`config.mk`:
```
export PLATFORM = sky130hd
export DESIGN_NAME = ldr_memory_unit
export DESIGN_NICKNAME = d
export VERILOG_FILES = /design/src/rtl/ldr_memory_unit.sv
export SDC_FILE = /design/constraint.sdc
export NUM_CORES = 1
export LEC_CHECK = 0
export ABC_AREA = 0
export BUFFER_PORTS_ARGS = -buffer_cell sky130_fd_sc_hd__buf_2
export CAP_MARGIN = 20
export CORE_MARGIN = 3
export CORE_UTILIZATION = 52
export CTS_CLUSTER_DIAMETER = 30
export CTS_CLUSTER_SIZE = 28
export DETAILED_ROUTE_END_ITERATION = 10
export GPL_ROUTABILITY_DRIVEN = 0
export PLACE_DENSITY = 0.85
export SLEW_MARGIN = 5
export SYNTH_ARGS = -nofsm -noshare
export SYNTH_HDL_FRONTEND = slang
export SYNTH_SLANG_ARGS = --single-unit
export TNS_END_PERCENT = 100
```
`constraint.sdc`:
```
create_clock -name clk -period 3.15 [get_ports clk]
set_input_delay 0.315 -clock clk [delete_from_list [all_inputs] [get_ports clk]]
set_output_delay 0.315 -clock clk [all_outputs]
set_load 0.005 [all_outputs]
```
`src/rtl/ldr_memory_unit.sv`:
```
// Load/store memory stage: passes non-memory instructions through in one cycle and
// runs a two-state request/ack handshake with a bounded wait for loads and stores.
module ldr_memory_unit #(
   parameter int TIMEOUT = 15
) (
   input  logic        clk,
   input  logic        rst_n,
   input  logic [31:0] instr_in,
   input  logic        valid_in,
   input  logic [31:0] addr_in,
   input  logic [31:0] str_data_in,
   output logic        stall_out,
   output logic        dmem_req,
   output logic        dmem_we,
   output logic [31:0] dmem_addr,
   output logic [31:0] dmem_wdata,
   input  logic        dmem_ack,
   input  logic [31:0] dmem_rdata,
   output logic [31:0] instr_out,
   output logic        valid_out,
   output logic [31:0] ldr_data_out,
   output logic        mem_err
);

   typedef enum logic {IDLE, REQ} state_t;

   localparam logic [7:0] WAIT_LAST = 8'(TIMEOUT - 1);

   state_t      state, state_nxt;
   logic [7:0]  wait_cnt;
   logic [31:0] instr_lat;
   logic [6:0]  opcode;
   logic        is_load, is_store, is_mem, timeout_hit;

   assign opcode   = instr_in[27:21];
   assign is_load  = (opcode[6:4] == 3'b110) || (opcode[6:3] == 4'b1000);
   assign is_store = (opcode[6:4] == 3'b111) || (opcode[6:3] == 4'b1001);
   assign is_mem   = is_load || is_store;

   // Ack takes priority over the timeout in the same cycle.
   assign timeout_hit = (state == REQ) && !dmem_ack && (wait_cnt == WAIT_LAST);
   assign stall_out   = (state == REQ);

   always_comb begin
      state_nxt = state;
      case (state)
         IDLE: if (valid_in && is_mem) state_nxt = REQ;
         REQ:  if (dmem_ack || timeout_hit) state_nxt = IDLE;
         default: state_nxt = IDLE;
      endcase
   end

   always_ff @(posedge clk) begin
      if (!rst_n) begin
         state        <= IDLE;
         wait_cnt     <= 8'd0;
         instr_lat    <= 32'd0;
         dmem_req     <= 1'b0;
         dmem_we      <= 1'b0;
         dmem_addr    <= 32'd0;
         dmem_wdata   <= 32'd0;
         instr_out    <= 32'd0;
         valid_out    <= 1'b0;
         ldr_data_out <= 32'd0;
         mem_err      <= 1'b0;
      end else begin
         state     <= state_nxt;
         valid_out <= 1'b0;
         mem_err   <= 1'b0;
         case (state)
            IDLE: begin
               if (valid_in && is_mem) begin
                  instr_lat  <= instr_in;
                  dmem_req   <= 1'b1;
                  dmem_we    <= is_store;
                  dmem_addr  <= addr_in;
                  dmem_wdata <= str_data_in;
                  wait_cnt   <= 8'd0;
               end else if (valid_in) begin
                  instr_out <= instr_in;
                  valid_out <= 1'b1;
               end
            end
            REQ: begin
               if (dmem_ack) begin
                  dmem_req  <= 1'b0;
                  instr_out <= instr_lat;
                  valid_out <= 1'b1;
                  if (!dmem_we) ldr_data_out <= dmem_rdata;
               end else if (timeout_hit) begin
                  dmem_req <= 1'b0;
                  mem_err  <= 1'b1;
               end else begin
                  wait_cnt <= wait_cnt + 8'd1;
               end
            end
            default: ;
         endcase
      end
   end

endmodule

```
After elaboration in Yosys (flattened, before gate mapping)
Index checks and enable logic that the tools add are counted.
W data, S select, Z words.
{"block": "classes", "add_sub_neg": 1, "eq_ne": 12, "muxes": 20, "bitwise_logic": 3, "n_reduce_logical": 14}
{"operator": "$mux W32", "count": 3}
{"operator": "$pmux W32 S2", "count": 1}
{"operator": "$mux W8", "count": 3}
{"operator": "$pmux W8 S2", "count": 1}
{"operator": "$ne A2 B2 Y1 const B", "count": 6}
{"operator": "$mux W1", "count": 9}
{"operator": "$reduce_and A3 Y1", "count": 3}
{"operator": "$add A8 B1 Y8 const B", "count": 1}
{"operator": "$eq A4 B4 Y1 const B", "count": 2}
{"operator": "$eq A8 B4 Y1 const B", "count": 1}
{"operator": "$eq A3 B3 Y1 const B", "count": 2}
{"operator": "$pmux W1 S2", "count": 3}
{"operator": "$logic_or A1 B1 Y1", "count": 4}
{"operator": "$reduce_and A2 Y1", "count": 2}
{"operator": "$logic_and A1 B1 Y1", "count": 3}
{"operator": "$ne A3 B2 Y1 const B", "count": 1}
{"operator": "$not A1 Y1", "count": 3}
{"operator": "$reduce_or A3 Y1", "count": 1}
{"operator": "$logic_not A1 Y1", "count": 1}
{"block": "word_totals", "reg_bits": 173, "in_bits": 132, "output_inout_bits": 133, "wordCells": 61}

Depth between registers and ports, before layout
Gate-level depths: netlist (run 1).
{"block": "logic_depth", "word_depth": 6, "mapped_depth": 7, "ltp_nobuf": 5}

Worst setup path before layout (run 1)
No wires, ideal clock.
{"block": "synth_path", "path_kind": "register to register", "from": "reg state, in the netlist stall_out", "to": "reg instr_out[10]", "arrival_time_ps": 1319, "path_slack_ps": 1715, "stages_incl_launch_ff": 8, "path_buffers": 3, "path_cell_list": "dfxtp_1 -> buf_4 -> nor2_1 -> a211oi_2 -> buf_4 -> buf_4 -> nand2_1 -> o211a_1"}
{"block": "synth_between", "elab_chain_len": 3}
{"element": "from (decl)", "line": "29", "text": "state_t state, state_nxt;"}
{"element": "from (signal assigned)", "line": "67", "text": "state <= state_nxt;"}
{"element": "$not A1 Y1 (no source line)"}
{"element": "$ne A2 B2 Y1 (no source line)"}
{"element": "$reduce_and A3 Y1 (no source line)"}
{"element": "to (signal assigned)", "line": "80", "text": "instr_out <= instr_in;"}
{"element": "to (signal assigned)", "line": "87", "text": "instr_out <= instr_lat;"}
{"element": "to (decl)", "line": "19", "text": "output logic [31:0] instr_out,"}
Parallel ways exist; a longest one is shown, timed or not.
A chain may end at the register's enable or synchronous reset.

Final worst setup path (run 1)
{"block": "layout_path", "from": "reg state, in the netlist stall_out", "to": "reg instr_lat[4]"}
{"block": "layout_between", "elab_chain_len": 2}
{"element": "$not A1 Y1 (no source line)"}
{"element": "$reduce_and A2 Y1 (no source line)"}
{"element": "to (signal assigned)", "line": "73", "text": "instr_lat <= instr_in;"}
{"element": "to (decl)", "line": "31", "text": "logic [31:0] instr_lat;"}
Every way passes these cells.

==> results of run 1 <==
[layout make-up]
| type | instances | area [um^2] | area share |
|---|---|---|---|
| clock buffer | 17 | 425.4 | 0.04861 |
| timing repair buffer | 272 | 1409 | 0.1610 |
| multi-input combinational | 538 | 3069 | 0.3507 |
| sequential | 173 | 3465 | 0.3959 |
| tap | 172 | 215.2 | 0.02459 |
| inverter | 1 | 3.754 | 0.0004289 |
| clock inverter | 15 | 163.9 | 0.01873 |
[worst max-delay path by stage]
stage,endpoint,startpoint,slack (ns)
2_1_floorplan,instr_out[10],stall_out,1.72
3_3_place_gp,dmem_addr[0],instr_in[27],1.12
3_5_place_dp,instr_lat[7],instr_in[27],1.05
4_1_cts,dmem_addr[13],stall_out,1.08
5_1_grt,dmem_addr[4],stall_out,0.89
6_report,instr_lat[4],stall_out,1.08
[kinds of logic (layout without fill, tap and decap cells)]
logic type,Yosys count,after routing,share of synthesized area
AO/OA/AOI/OAI,175,175,0.2037
XOR/XNOR,5,5,0.006456
adder cells (fa/ha/maj),2,2,0.003689
buffers and inverters,59,305,0.04021
flip-flops,173,173,0.5106
multiplexers,31,31,0.04575
AND/OR/NAND/NOR,325,325,0.1896
[layer usage]
metal  share of wire  routed length, um  GRT usage
met1            0.41               6924     0.2686
met2            0.50               8462     0.3945
met3           0.069               1164    0.06876
met4           0.023                387    0.09065
met5               0                  0          0
[cells in the final DEF (no fill, tap or decap), types with 2 or more instances in the layout]
master,n
nand2_1,292
nor2_1,8
clkbuf_16,17
a21boi_0,112
nand3_1,3
ha_1,2
nand3b_1,2
buf_4,7
mux2i_1,31
o211a_1,33
clkinvlp_4,7
xnor2_1,5
buf_12,2
a21boi_1,16
nor3_1,2
and2_1,2
nand2b_1,2
o21ai_0,5
a21oi_1,3
and3_1,2
inv_6,3
nand4_1,2
buf_2,263
dfxtp_1,172
bufinv_16,2
[power breakdown]
group	total, W	internal (W)	leakage, nW	switching [W]
sequential	0.00235	0.00229	1.41	0.0000526
combinational	0.000496	0.000236	2.39	0.000260
clock	0.00207	0.00118	0.266	0.000890
total	0.00491	0.00371	4.07	0.00120
[metrics by stage]
step,setup slack (ns),hold WS (ns),power (W)
2_1_floorplan,1.715,0.4347,0.002658
3_3_place_gp,1.125,0.4376,0.002881
3_5_place_dp,1.046,0.4460,0.002893
4_1_cts,1.077,0.1166,0.004957
5_1_grt,0.8896,0.1170,0.005109
6_report,1.079,0.1321,0.004911
[state kept, by name, indices dropped and copies added, names as in the netlist]
name          count
mem_err           1
wait_cnt          8
dmem_addr        32
stall_out         1
instr_lat        32
instr_out        32
ldr_data_out     32
dmem_we           1
dmem_req          1
dmem_wdata       32
valid_out         1
[worst reg2reg max path: cells and delay by family, from the launching register on]
kind | cells | cell delay [ns]
AND/OR/NAND/NOR | 3 | 1.13
flip-flops | 1 | 0.38
buffers and inverters | 1 | 0.31
AO/OA/AOI/OAI | 1 | 0.18
==> qor.txt, run 1 <==
CP Cell Sequence -> nor2b_2 -> and3_4 -> buf_12 -> nand2_1 -> a21boi_0
Clock Latency Late Sink -> 0.42 ns
R2R setup slack -> 1.08 ns
RSZ-0062 raised after global routing -> false
Fin. max-slew vios -> 0
Synth Area per Inst -> 8.809 um^2
Min-Delay Path Depth -> 3
CP top delay family -> simple AND/OR/NAND/NOR gates
CTS Buffer Depth -> 2
Critical R2R Launch -> stall_out
Utilization after layout -> 0.6906
Buffer and inverter count on the worst path -> 1
Required time worst endpoint -> 3.48 ns
Crit-path slowest cell -> and3_4
Worst-Margin Slew -> 0.7079 ns
First DRT Iteration DRCs -> 354
CP max stage delay -> 0.71 ns
First-pass GRT wire length -> 26.87 mm
Initial Util -> 0.5353
Post-synth top cells -> 292 x nand2_1, 173 x dfxtp_1, 112 x a21boi_0, 33 x o211a_1, 31 x mux2i_1
I/O Pins -> 265
# DRC -> 0
TritonCTS buffer count -> 17
# fillers -> 1072
Finished layout cell area -> 8751 um^2
Post-Synthesis Cell Area -> 6783 um^2
Total leakage power -> 4.066 nW
Setup TNS -> 0 ns
Die ar. -> 14450 um^2
ANT cells -> 0
Setup bufs post-CTS -> 0
Asr flop ratio synth -> 0
TritonRoute pass-1 iters -> 5
Fin cells -> 1188
HP Class -> in -> reg
CP endpoint kind -> register
Sequential element share of the synthesized area -> 0.5106
Cell depth of the worst flop-to-flop path -> 5
Min-delay src -> addr_in[22]
Die Ht -> 120.2 um
Core area -> 12670 um^2
GRT overflow -> 0
Layout cells sized above 1 -> 0.3071
CTS tree -> built
Synth Instances -> 770
I/O Buffers -> 264
FMAX -> 482.8 MHz
Die Wd -> 120.2 um
Antenna-violating nets left -> 0
Vias -> 6041
Clock period minus final worst setup slack -> 2.071 ns
Startpoint Class -> register
Stages on the worst setup path -> 5
Wirelength per Cell -> 14.26 um
Most numerous cell in the Yosys netlist -> nand2_1
CTS root buf -> clkbuf_16
Yosys reg bits -> 173
Cell taking the most area after synthesis -> dfxtp_1
Crit path max fanout -> 58
Total GRT Usage -> 0.2292
Unique cell type count in the Yosys netlist -> 38
Relative slew slack -> 0.5281
Placed Area -> 8162 um^2
Final Setup Violations -> 0
CP Data Arrival Time -> 2.41 ns
P per Cell Area -> 561.2 nW/um^2
CTS Sinks -> 173
Antenna violations before repair -> 0
CP Class -> reg -> reg
Synth warn -> 0
EDFF count, synth -> 0
IR Drop Worst-Case VDD -> 346.5 uV
Vias in the first global route -> 5535
Total Wirelength -> 16.94 mm
Vias per inst -> 5.085
Hold endpoint -> dmem_addr[22]
Row count -> 41
DP HPWL -> 11.63 mm
Final hold vios -> 0
Most used DFF post-synth -> dfxtp_1
Mapped Nets -> 904
FF-to-FF End -> instr_lat[4]
H-tree depth -> 4
Outcome -> completed
Clk_skew -> 0.005728 ns
Synth area leaders -> dfxtp_1 51%, nand2_1 16%, a21boi_0 12%, o211a_1 4.9%, mux2i_1 4.6%
Hold Buf Count CTS -> 0
Top cell type's share of synthesized area -> 0.5106
Max-Cap Viols -> 0
P&R area growth vs syn -> 29.02%
Post-route clock period utilization -> 0.6575
Placed cells -> 1156
Clock-pin slew on the worst setup and hold paths -> 0.07 ns
Largest net degree at the start of global routing -> 66
Nets -> 1137
PostCTS Resize Cnt -> 0
No activity file was read; power rests on OpenSTA's default activity.
==> inputs of run 2 (changes only) <==
--- a/config.mk
+++ b/config.mk
@@ -5,16 +5,16 @@
 export SDC_FILE = /design/constraint.sdc
 export NUM_CORES = 1
 export LEC_CHECK = 0
-export ABC_AREA = 0
+export ABC_AREA = 1
 export BUFFER_PORTS_ARGS = -buffer_cell sky130_fd_sc_hd__buf_2
 export CAP_MARGIN = 20
 export CORE_MARGIN = 3
-export CORE_UTILIZATION = 52
+export CORE_UTILIZATION = 43
 export CTS_CLUSTER_DIAMETER = 30
 export CTS_CLUSTER_SIZE = 28
 export DETAILED_ROUTE_END_ITERATION = 10
 export GPL_ROUTABILITY_DRIVEN = 0
-export PLACE_DENSITY = 0.85
+export PLACE_DENSITY = 0.75
 export SLEW_MARGIN = 5
 export SYNTH_ARGS = -nofsm -noshare
 export SYNTH_HDL_FRONTEND = slang
==> constraint.sdc (replaced) <==
create_clock -name clk -period 1.9 [get_ports clk]
set_input_delay 0.19 -clock clk [delete_from_list [all_inputs] [get_ports clk]]
set_output_delay 0.19 -clock clk [all_outputs]
set_load 0.005 [all_outputs]
==> run 2 against run 1 <==
Area after synthesis is 4.5% lower; clock-buffer cell count is 8 higher; final area rose by 7.4%; critical endpoint is now wait_cnt[5]; largest cell class unchanged; combinational power up 120%; clock skew hardly changed; first-iteration DRC count down 7.1%; global-route usage grew 0.19 points.
==> qor.txt, run 2 <==
Most numerous cell in the Yosys netlist -> nor2_1 (was nand2_1)
PostCTS Resize Cnt -> 0 (unchanged)
FF-to-FF End -> wait_cnt[5] (was instr_lat[4])
Clock period minus final worst setup slack -> 1.619 ns (was 2.071 ns)
Final Setup Violations -> 0 (unchanged)
Initial Util -> 0.4424 (was 0.5353)
Asr flop ratio synth -> 0 (unchanged)
Finished layout cell area -> 9402 um^2 (was 8751 um^2)
Final hold vios -> 0 (unchanged)
Worst-Margin Slew -> 0.5218 ns (was 0.7079 ns)
Setup TNS -> 0 ns (unchanged)
TritonCTS buffer count -> 17 (unchanged)
Post-route clock period utilization -> 0.8523 (was 0.6575)
Most frequent cells in the layout -> 271 x nor2_1, 263 x buf_2, 173 x dfxtp_1, 132 x o21ai_0, 83 x dlygate4sd3_1 (was 292 x nand2_1, 263 x buf_2, 172 x dfxtp_1, 112 x a21boi_0, 33 x o211a_1)
Fin. max-slew vios -> 0 (unchanged)
Crit path max fanout -> 12 (was 58)
CTS root buf -> clkbuf_16 (unchanged)
Critical path capture point -> wait_cnt[5] (was instr_lat[4])
CP Class -> reg -> reg (unchanged)
Outcome -> completed (unchanged)
EDFF count, synth -> 0 (unchanged)
CP Data Arrival Time -> 1.93 ns (was 2.41 ns)
Placed cells -> 1235 (was 1156)
CP endpoint kind -> register (unchanged)
Max-Cap Viols -> 0 (unchanged)
Final worst slack -> 0.2805 ns (was 1.079 ns)
Vias in the first global route -> 6438 (was 5535)
Post-synth top cells -> 271 x nor2_1, 173 x dfxtp_1, 132 x o21ai_0, 81 x nand2_1, 35 x nand3_1 (was 292 x nand2_1, 173 x dfxtp_1, 112 x a21boi_0, 33 x o211a_1, 31 x mux2i_1)
Clock Latency Late Sink -> 0.42 ns (about the same)
IR Drop Worst-Case VDD -> 565.9 uV (was 346.5 uV)
Cell depth of the worst flop-to-flop path -> 9 (was 5)
I/O Pins -> 265 (unchanged)
Mapped Nets -> 955 (was 904)
Area of the multi-input gates -> 2663 um^2 (was 3069 um^2)
Synth warn -> 0 (unchanged)
Placed Area -> 7961 um^2 (was 8162 um^2)
First DRT Iteration DRCs -> 329 (was 354)
Clk_skew -> 0.005953 ns (was 0.005728 ns)
# DRC -> 0 (unchanged)
# fillers -> 1216 (was 1072)
Cell taking the most area after synthesis -> dfxtp_1 (unchanged)
FMAX -> 617.5 MHz (was 482.8 MHz)
Antenna-violating nets left -> 0 (unchanged)
Largest net degree at the start of global routing -> 107 (was 66)
Required time worst endpoint -> 2.21 ns (was 3.48 ns)
Vias -> 6683 (was 6041)
CTS tree -> built (unchanged)
Synth area leaders -> dfxtp_1 53%, nor2_1 16%, o21ai_0 10%, nand2_1 4.7%, o211a_1 4.5% (was dfxtp_1 51%, nand2_1 16%, a21boi_0 12%, o211a_1 4.9%, mux2i_1 4.6%)
RSZ-0062 raised after global routing -> false (unchanged)
Clock-pin slew on the worst setup and hold paths -> 0.06 ns (was 0.07 ns)
Synth Area per Inst -> 7.891 um^2 (was 8.809 um^2)
Die ar. -> 16580 um^2 (was 14450 um^2)
Unique cell type count in the Yosys netlist -> 29 (was 38)
Top cell type's share of synthesized area -> 0.5346 (was 0.5106)
Post-Synthesis Cell Area -> 6479 um^2 (was 6783 um^2)
TritonRoute pass-1 iters -> 5 (unchanged)
Total leakage power -> 4.873 nW (was 4.066 nW)
Min-delay src -> str_data_in[28] (was addr_in[22])
Nets -> 1287 (was 1137)
Layout cells sized above 1 -> 0.2804 (was 0.3071)
Startpoint Class -> register (unchanged)
P per Cell Area -> 911.0 nW/um^2 (was 561.2 nW/um^2)
Register area -> 3463 um^2 (was 3465 um^2)
Critical R2R Launch -> wait_cnt[0] (was stall_out)
Most common cell after layout, fill and taps aside -> nor2_1 (was nand2_1)
Core area -> 14640 um^2 (was 12670 um^2)
R2R setup slack -> 0.28 ns (was 1.08 ns)
First-pass GRT wire length -> 30.91 mm (was 26.87 mm)
CTS Sinks -> 173 (unchanged)
GRT overflow -> 0 (unchanged)
Die Wd -> 128.7 um (was 120.2 um)
Relative slew slack -> 0.6513 (was 0.5281)
Worst Setup SP -> wait_cnt[0] (was stall_out)
Vias per inst -> 4.947 (was 5.085)
Sequential element share of the synthesized area -> 0.5346 (was 0.5106)
CTS Buffer Depth -> 2 (unchanged)
HP Class -> in -> reg (unchanged)
Antenna violations before repair -> 1 (was 0)
Setup bufs post-CTS -> 0 (unchanged)
Fin cells -> 1351 (was 1188)
Total Wirelength -> 19.68 mm (was 16.94 mm)
Wirelength per Cell -> 14.56 um (was 14.26 um)
Total GRT Usage -> 0.2311 (was 0.2292)
Hold Buf Count CTS -> 81 (was 0)
Synth Instances -> 821 (was 770)
H-tree depth -> 4 (unchanged)
Row count -> 44 (was 41)
Yosys reg bits -> 173 (unchanged)
Most used DFF post-synth -> dfxtp_1 (unchanged)
I/O Buffers -> 264 (unchanged)
P&R area growth vs syn -> 45.11% (was 29.02%)
Die Ht -> 128.7 um (was 120.2 um)
DP Worst Slack -> 0.2815 ns (was 1.046 ns)
DP HPWL -> 12.15 mm (was 11.63 mm)
[run 2: cell types whose count changed in the layout (fill, tap and decap cells not counted), sizes merged, moves of 31 or more]
cell,change
a21boi,-128
nor2,+264
nand3,+31
dlygate4sd3,+83
mux2i,-31
o21ai,+132
nand2,-209
[run 2: critical path: stages, from the launching register on]
cell and delay [ns]:
dfxtp_1 0.33, inv_1 0.10, ha_1 0.15, nand3_1 0.10, o21bai_2 0.23, nand2_1 0.28, nand2_1 0.17, nand2_1 0.06
nand2_1 0.05, nor2_1 0.04
[run 2: worst min-delay path by stage]
stage / to / slack [ns] / cells after the start
after floorplan: ldr_data_out[0] / 0.32 / 2
after global placement: dmem_addr[12] / 0.41 / 3
after detailed placement: dmem_wdata[30] / 0.42 / 3
after CTS: instr_lat[20] / 0.0006 / 3
after global routing: instr_lat[14] / 0.002 / 3
final: dmem_wdata[28] / 0.01 / 3
[run 2: routing by layer]
| layer | global-route usage | vias to the layer above | part of all wire |
|---|---|---|---|
| met2 | 0.3970 | 261 | 0.49 |
| met3 | 0.07430 | 50 | 0.079 |
| li1 | - | 3350 | - |
| met1 | 0.2669 | 3020 | 0.41 |
| met5 | 0 | - | 0.00041 |
| met4 | 0.09203 | 2 | 0.025 |
[run 2: power breakdown]
| group | internal [W] | total (W) | switching [W] | leakage, nW |
|---|---|---|---|---|
| registers | 0.00386 | 0.00397 | 0.000112 | 1.42 |
| clock network | 0.00212 | 0.00352 | 0.00140 | 0.290 |
| logic | 0.000531 | 0.00107 | 0.000544 | 3.16 |
| total | 0.00651 | 0.00857 | 0.00205 | 4.87 |
[run 2: cell type report]
cell class / count / area share
multi-input combinational: 577 / 0.2832
clock inverter: 7 / 0.01078
sequential: 173 / 0.3684
tap: 184 / 0.02449
clock buffer: 25 / 0.05377
inverter: 13 / 0.005456
antenna: 1 / 0.0002662
timing repair buffer: 371 / 0.2537
[run 2: through the flow]
step | hold WS, ns | utilization | total power, W
floorplan | 0.3249 | - | 0.004506
global placement | 0.4100 | 0.5437 | 0.004959
detailed placement | 0.4188 | 0.5437 | 0.004975
CTS | 0.0006225 | 0.6405 | 0.008618
global route | 0.001947 | 0.6418 | 0.008937
finish | 0.01406 | 0.6420 | 0.008565
[run 2: kinds of logic (layout without fill, tap and decap cells)]
| kind of cell | count (synthesis) | count (layout) | share of synthesized area |
|---|---|---|---|
| other cells | 0 | 1 | 0 |
| buf+inv | 71 | 416 | 0.05446 |
| fa+ha+maj | 2 | 2 | 0.003862 |
| flops | 173 | 173 | 0.5346 |
| compound gates | 180 | 180 | 0.1665 |
| simple gates | 395 | 395 | 0.2406 |
==> inputs of run 3 (changes only) <==
--- a/config.mk
+++ b/config.mk
@@ -9,12 +9,12 @@
 export BUFFER_PORTS_ARGS = -buffer_cell sky130_fd_sc_hd__buf_2
 export CAP_MARGIN = 20
 export CORE_MARGIN = 3
-export CORE_UTILIZATION = 43
+export CORE_UTILIZATION = 48
 export CTS_CLUSTER_DIAMETER = 30
 export CTS_CLUSTER_SIZE = 28
 export DETAILED_ROUTE_END_ITERATION = 10
 export GPL_ROUTABILITY_DRIVEN = 0
-export PLACE_DENSITY = 0.75
+export PLACE_DENSITY = 0.8
 export SLEW_MARGIN = 5
 export SYNTH_ARGS = -nofsm -noshare
 export SYNTH_HDL_FRONTEND = slang
==> constraint.sdc (replaced) <==
create_clock -name clk -period 1.6 [get_ports clk]
set_input_delay 0.16 -clock clk [delete_from_list [all_inputs] [get_ports clk]]
set_output_delay 0.16 -clock clk [all_outputs]
set_load 0.005 [all_outputs]
==> run 3 against run 2 <==
Clock skew barely moved; register-to-register slack worse by 0.17 ns; via count is 5.3% higher; critical path depth shrank 4; final cell count increased by 1.0%; largest cell class unchanged; clock-buffer cell count is 3 lower; final area grew 3.7%; largest power group unchanged; non-clock buffer count increased by 26; sequential cell count unchanged; critical endpoint is now ldr_data_out[30].
==> qor.txt, run 3 (synthesis gave the netlist of run 2 again) <==
Outcome -> completed (unchanged)
Worst-Margin Slew -> 0.3800 ns (was 0.5218 ns)
Clock Latency Late Sink -> 0.42 ns (about the same)
Setup TNS -> 0 ns (unchanged)
Required time worst endpoint -> 1.95 ns (was 2.21 ns)
Final Hold Slack -> 0.01139 ns (was 0.01406 ns)
Clock period minus final worst setup slack -> 1.494 ns (was 1.619 ns)
Vias per inst -> 5.153 (was 4.947)
P&R area growth vs syn -> 50.44% (was 45.11%)
Core area -> 12930 um^2 (was 14640 um^2)
Startpoint Class -> register (unchanged)
FMAX -> 669.5 MHz (was 617.5 MHz)
First DRT Iteration DRCs -> 449 (was 329)
R2R setup slack -> 0.11 ns (was 0.28 ns)
Die Wd -> 122.2 um (was 128.7 um)
Fin. max-slew vios -> 0 (unchanged)
IR Drop Worst-Case VDD -> 720.1 uV (was 565.9 uV)
# fillers -> 903 (was 1216)
CP Cell Sequence -> nand2_1 -> nor2_1 -> buf_6 -> o21ai_0 -> nor2_1 (was inv_1 -> ha_1 -> nand3_1 -> o21bai_2 -> nand2_1 -> nand2_1 -> nand2_1 -> nand2_1 -> nor2_1)
Relative slew slack -> 0.7466 (was 0.6513)
Setup bufs post-CTS -> 0 (unchanged)
CTS Sinks -> 173 (unchanged)
HP Class -> in -> reg (unchanged)
Area of the multi-input gates -> 2665 um^2 (was 2663 um^2)
P per Cell Area -> 1077 nW/um^2 (was 911.0 nW/um^2)
Buffer and inverter count on the worst path -> 1 (unchanged)
CTS root buf -> clkbuf_16 (unchanged)
TritonCTS buffer count -> 17 (unchanged)
Vias -> 7034 (was 6683)
Final Setup Violations -> 0 (unchanged)
DP HPWL -> 11.76 mm (was 12.15 mm)
Clock-pin slew on the worst setup and hold paths -> 0.06 ns (about the same)
Die Ht -> 122.2 um (was 128.7 um)
Crit-path slowest cell -> dfxtp_1 (unchanged)
CP Data Arrival Time -> 1.84 ns (was 1.93 ns)
Most common cell after layout, fill and taps aside -> nor2_1 (unchanged)
# DRC -> 0 (unchanged)
Die ar. -> 14930 um^2 (was 16580 um^2)
CP Class -> reg -> reg (unchanged)
Initial Util -> 0.5012 (was 0.4424)
Total leakage power -> 5.008 nW (was 4.873 nW)
I/O Pins -> 265 (unchanged)
RSZ-0062 raised after global routing -> false (unchanged)
Final hold vios -> 0 (unchanged)
Vias in the first global route -> 6874 (was 6438)
Crit path top cell by count -> nor2_1 (was nand2_1)
Wirelength per Cell -> 15.36 um (was 14.56 um)
Post-route clock period utilization -> 0.9336 (was 0.8523)
Antenna-violating nets left -> 0 (unchanged)
CP max stage delay -> 0.48 ns (was 0.33 ns)
CP top delay family -> simple AND/OR/NAND/NOR gates (unchanged)
Register area -> 3463 um^2 (unchanged)
GRT overflow -> 0 (unchanged)
Layout cells sized above 1 -> 0.2701 (was 0.2804)
I/O Buffers -> 264 (unchanged)
Crit path max fanout -> 32 (was 12)
Row count -> 41 (was 44)
Nets -> 1313 (was 1287)
Max-Cap Viols -> 0 (unchanged)
Largest net degree at the start of global routing -> 86 (was 107)
Total GRT Usage -> 0.2760 (was 0.2311)
First-pass GRT wire length -> 33.06 mm (was 30.91 mm)
CTS Buffer Depth -> 2 (unchanged)
Total Wirelength -> 20.97 mm (was 19.68 mm)
Antenna violations before repair -> 1 (unchanged)
Clk_skew -> 0.006405 ns (was 0.005953 ns)
H-tree depth -> 4 (unchanged)
CTS tree -> built (unchanged)
Most frequent cells in the layout -> 271 x nor2_1, 263 x buf_2, 173 x dfxtp_1, 132 x o21ai_0, 117 x dlygate4sd3_1 (was 271 x nor2_1, 263 x buf_2, 173 x dfxtp_1, 132 x o21ai_0, 83 x dlygate4sd3_1)
CP endpoint kind -> register (unchanged)
TritonRoute pass-1 iters -> 5 (unchanged)
-- run 3: path summary, 6_finish.rpt --
path                       start          endpoint  cells after the start
hold reg to reg    instr_lat[27]     instr_lat[27]                      2
hold / removal    dmem_rdata[13]  ldr_data_out[13]                      3
setup reg to reg       stall_out  ldr_data_out[30]                      5
setup / recovery       stall_out  ldr_data_out[30]                      5
-- run 3: layer usage --
metal | wire, um | share of wire | GRT usage | up-vias
met1 | 8317 | 0.40 | 0.3110 | 3267
met4 | 708 | 0.034 | 0.1204 | 2
met2 | 10250 | 0.49 | 0.4807 | 307
met5 | 16 | 0.00076 | 0 | -
li1 | - | - | - | 3396
met3 | 1681 | 0.080 | 0.08542 | 62
-- run 3: power breakdown --
part / leakage [nW] / internal [W] / total, W / switching [W]
clock: 0.313 / 0.00278 / 0.00441 / 0.00163
sequential: 1.42 / 0.00458 / 0.00472 / 0.000138
combinational: 3.28 / 0.000685 / 0.00137 / 0.000683
-- run 3: per-stage QoR --
step | instance area [um^2] | power, W | cells | util | worst slack (ns)
after floorplan | 6479 | 0.005351 | 821 | - | 0.2206
after global placement | 7924 | 0.005876 | 1215 | 0.6130 | 0.1627
after detailed placement | 7924 | 0.005905 | 1215 | 0.6130 | 0.08773
after CTS | 9738 | 0.01053 | 1364 | 0.7533 | 0.08416
after global routing | 9744 | 0.01093 | 1364 | 0.7538 | 0.007897
final | 9747 | 0.01050 | 1365 | 0.7540 | 0.1062
-- run 3: worst min-delay path, stage by stage --
cell and delay, ns:
buf_2 0.10, nor2_1 0.05, nor2_1 0.08
-- run 3: final cells by class --
class                      count  share of cell area
multi-input combinational    577              0.2734
tap                          172             0.02208
inverter                      13            0.005263
timing repair buffer         397              0.2777
antenna                        1           0.0002567
clock inverter                10             0.01630
sequential                   173              0.3553
clock buffer                  22             0.04968
-- run 3: repair_timing --
| item | in CTS | in global routing |
|---|---|---|
| hold buffers | 117 | 0 |
| gates resized for setup | 0 | 2 |
| setup endpoints to repair | 0 | 13 |
| hold endpoints to repair | 117 | 0 |
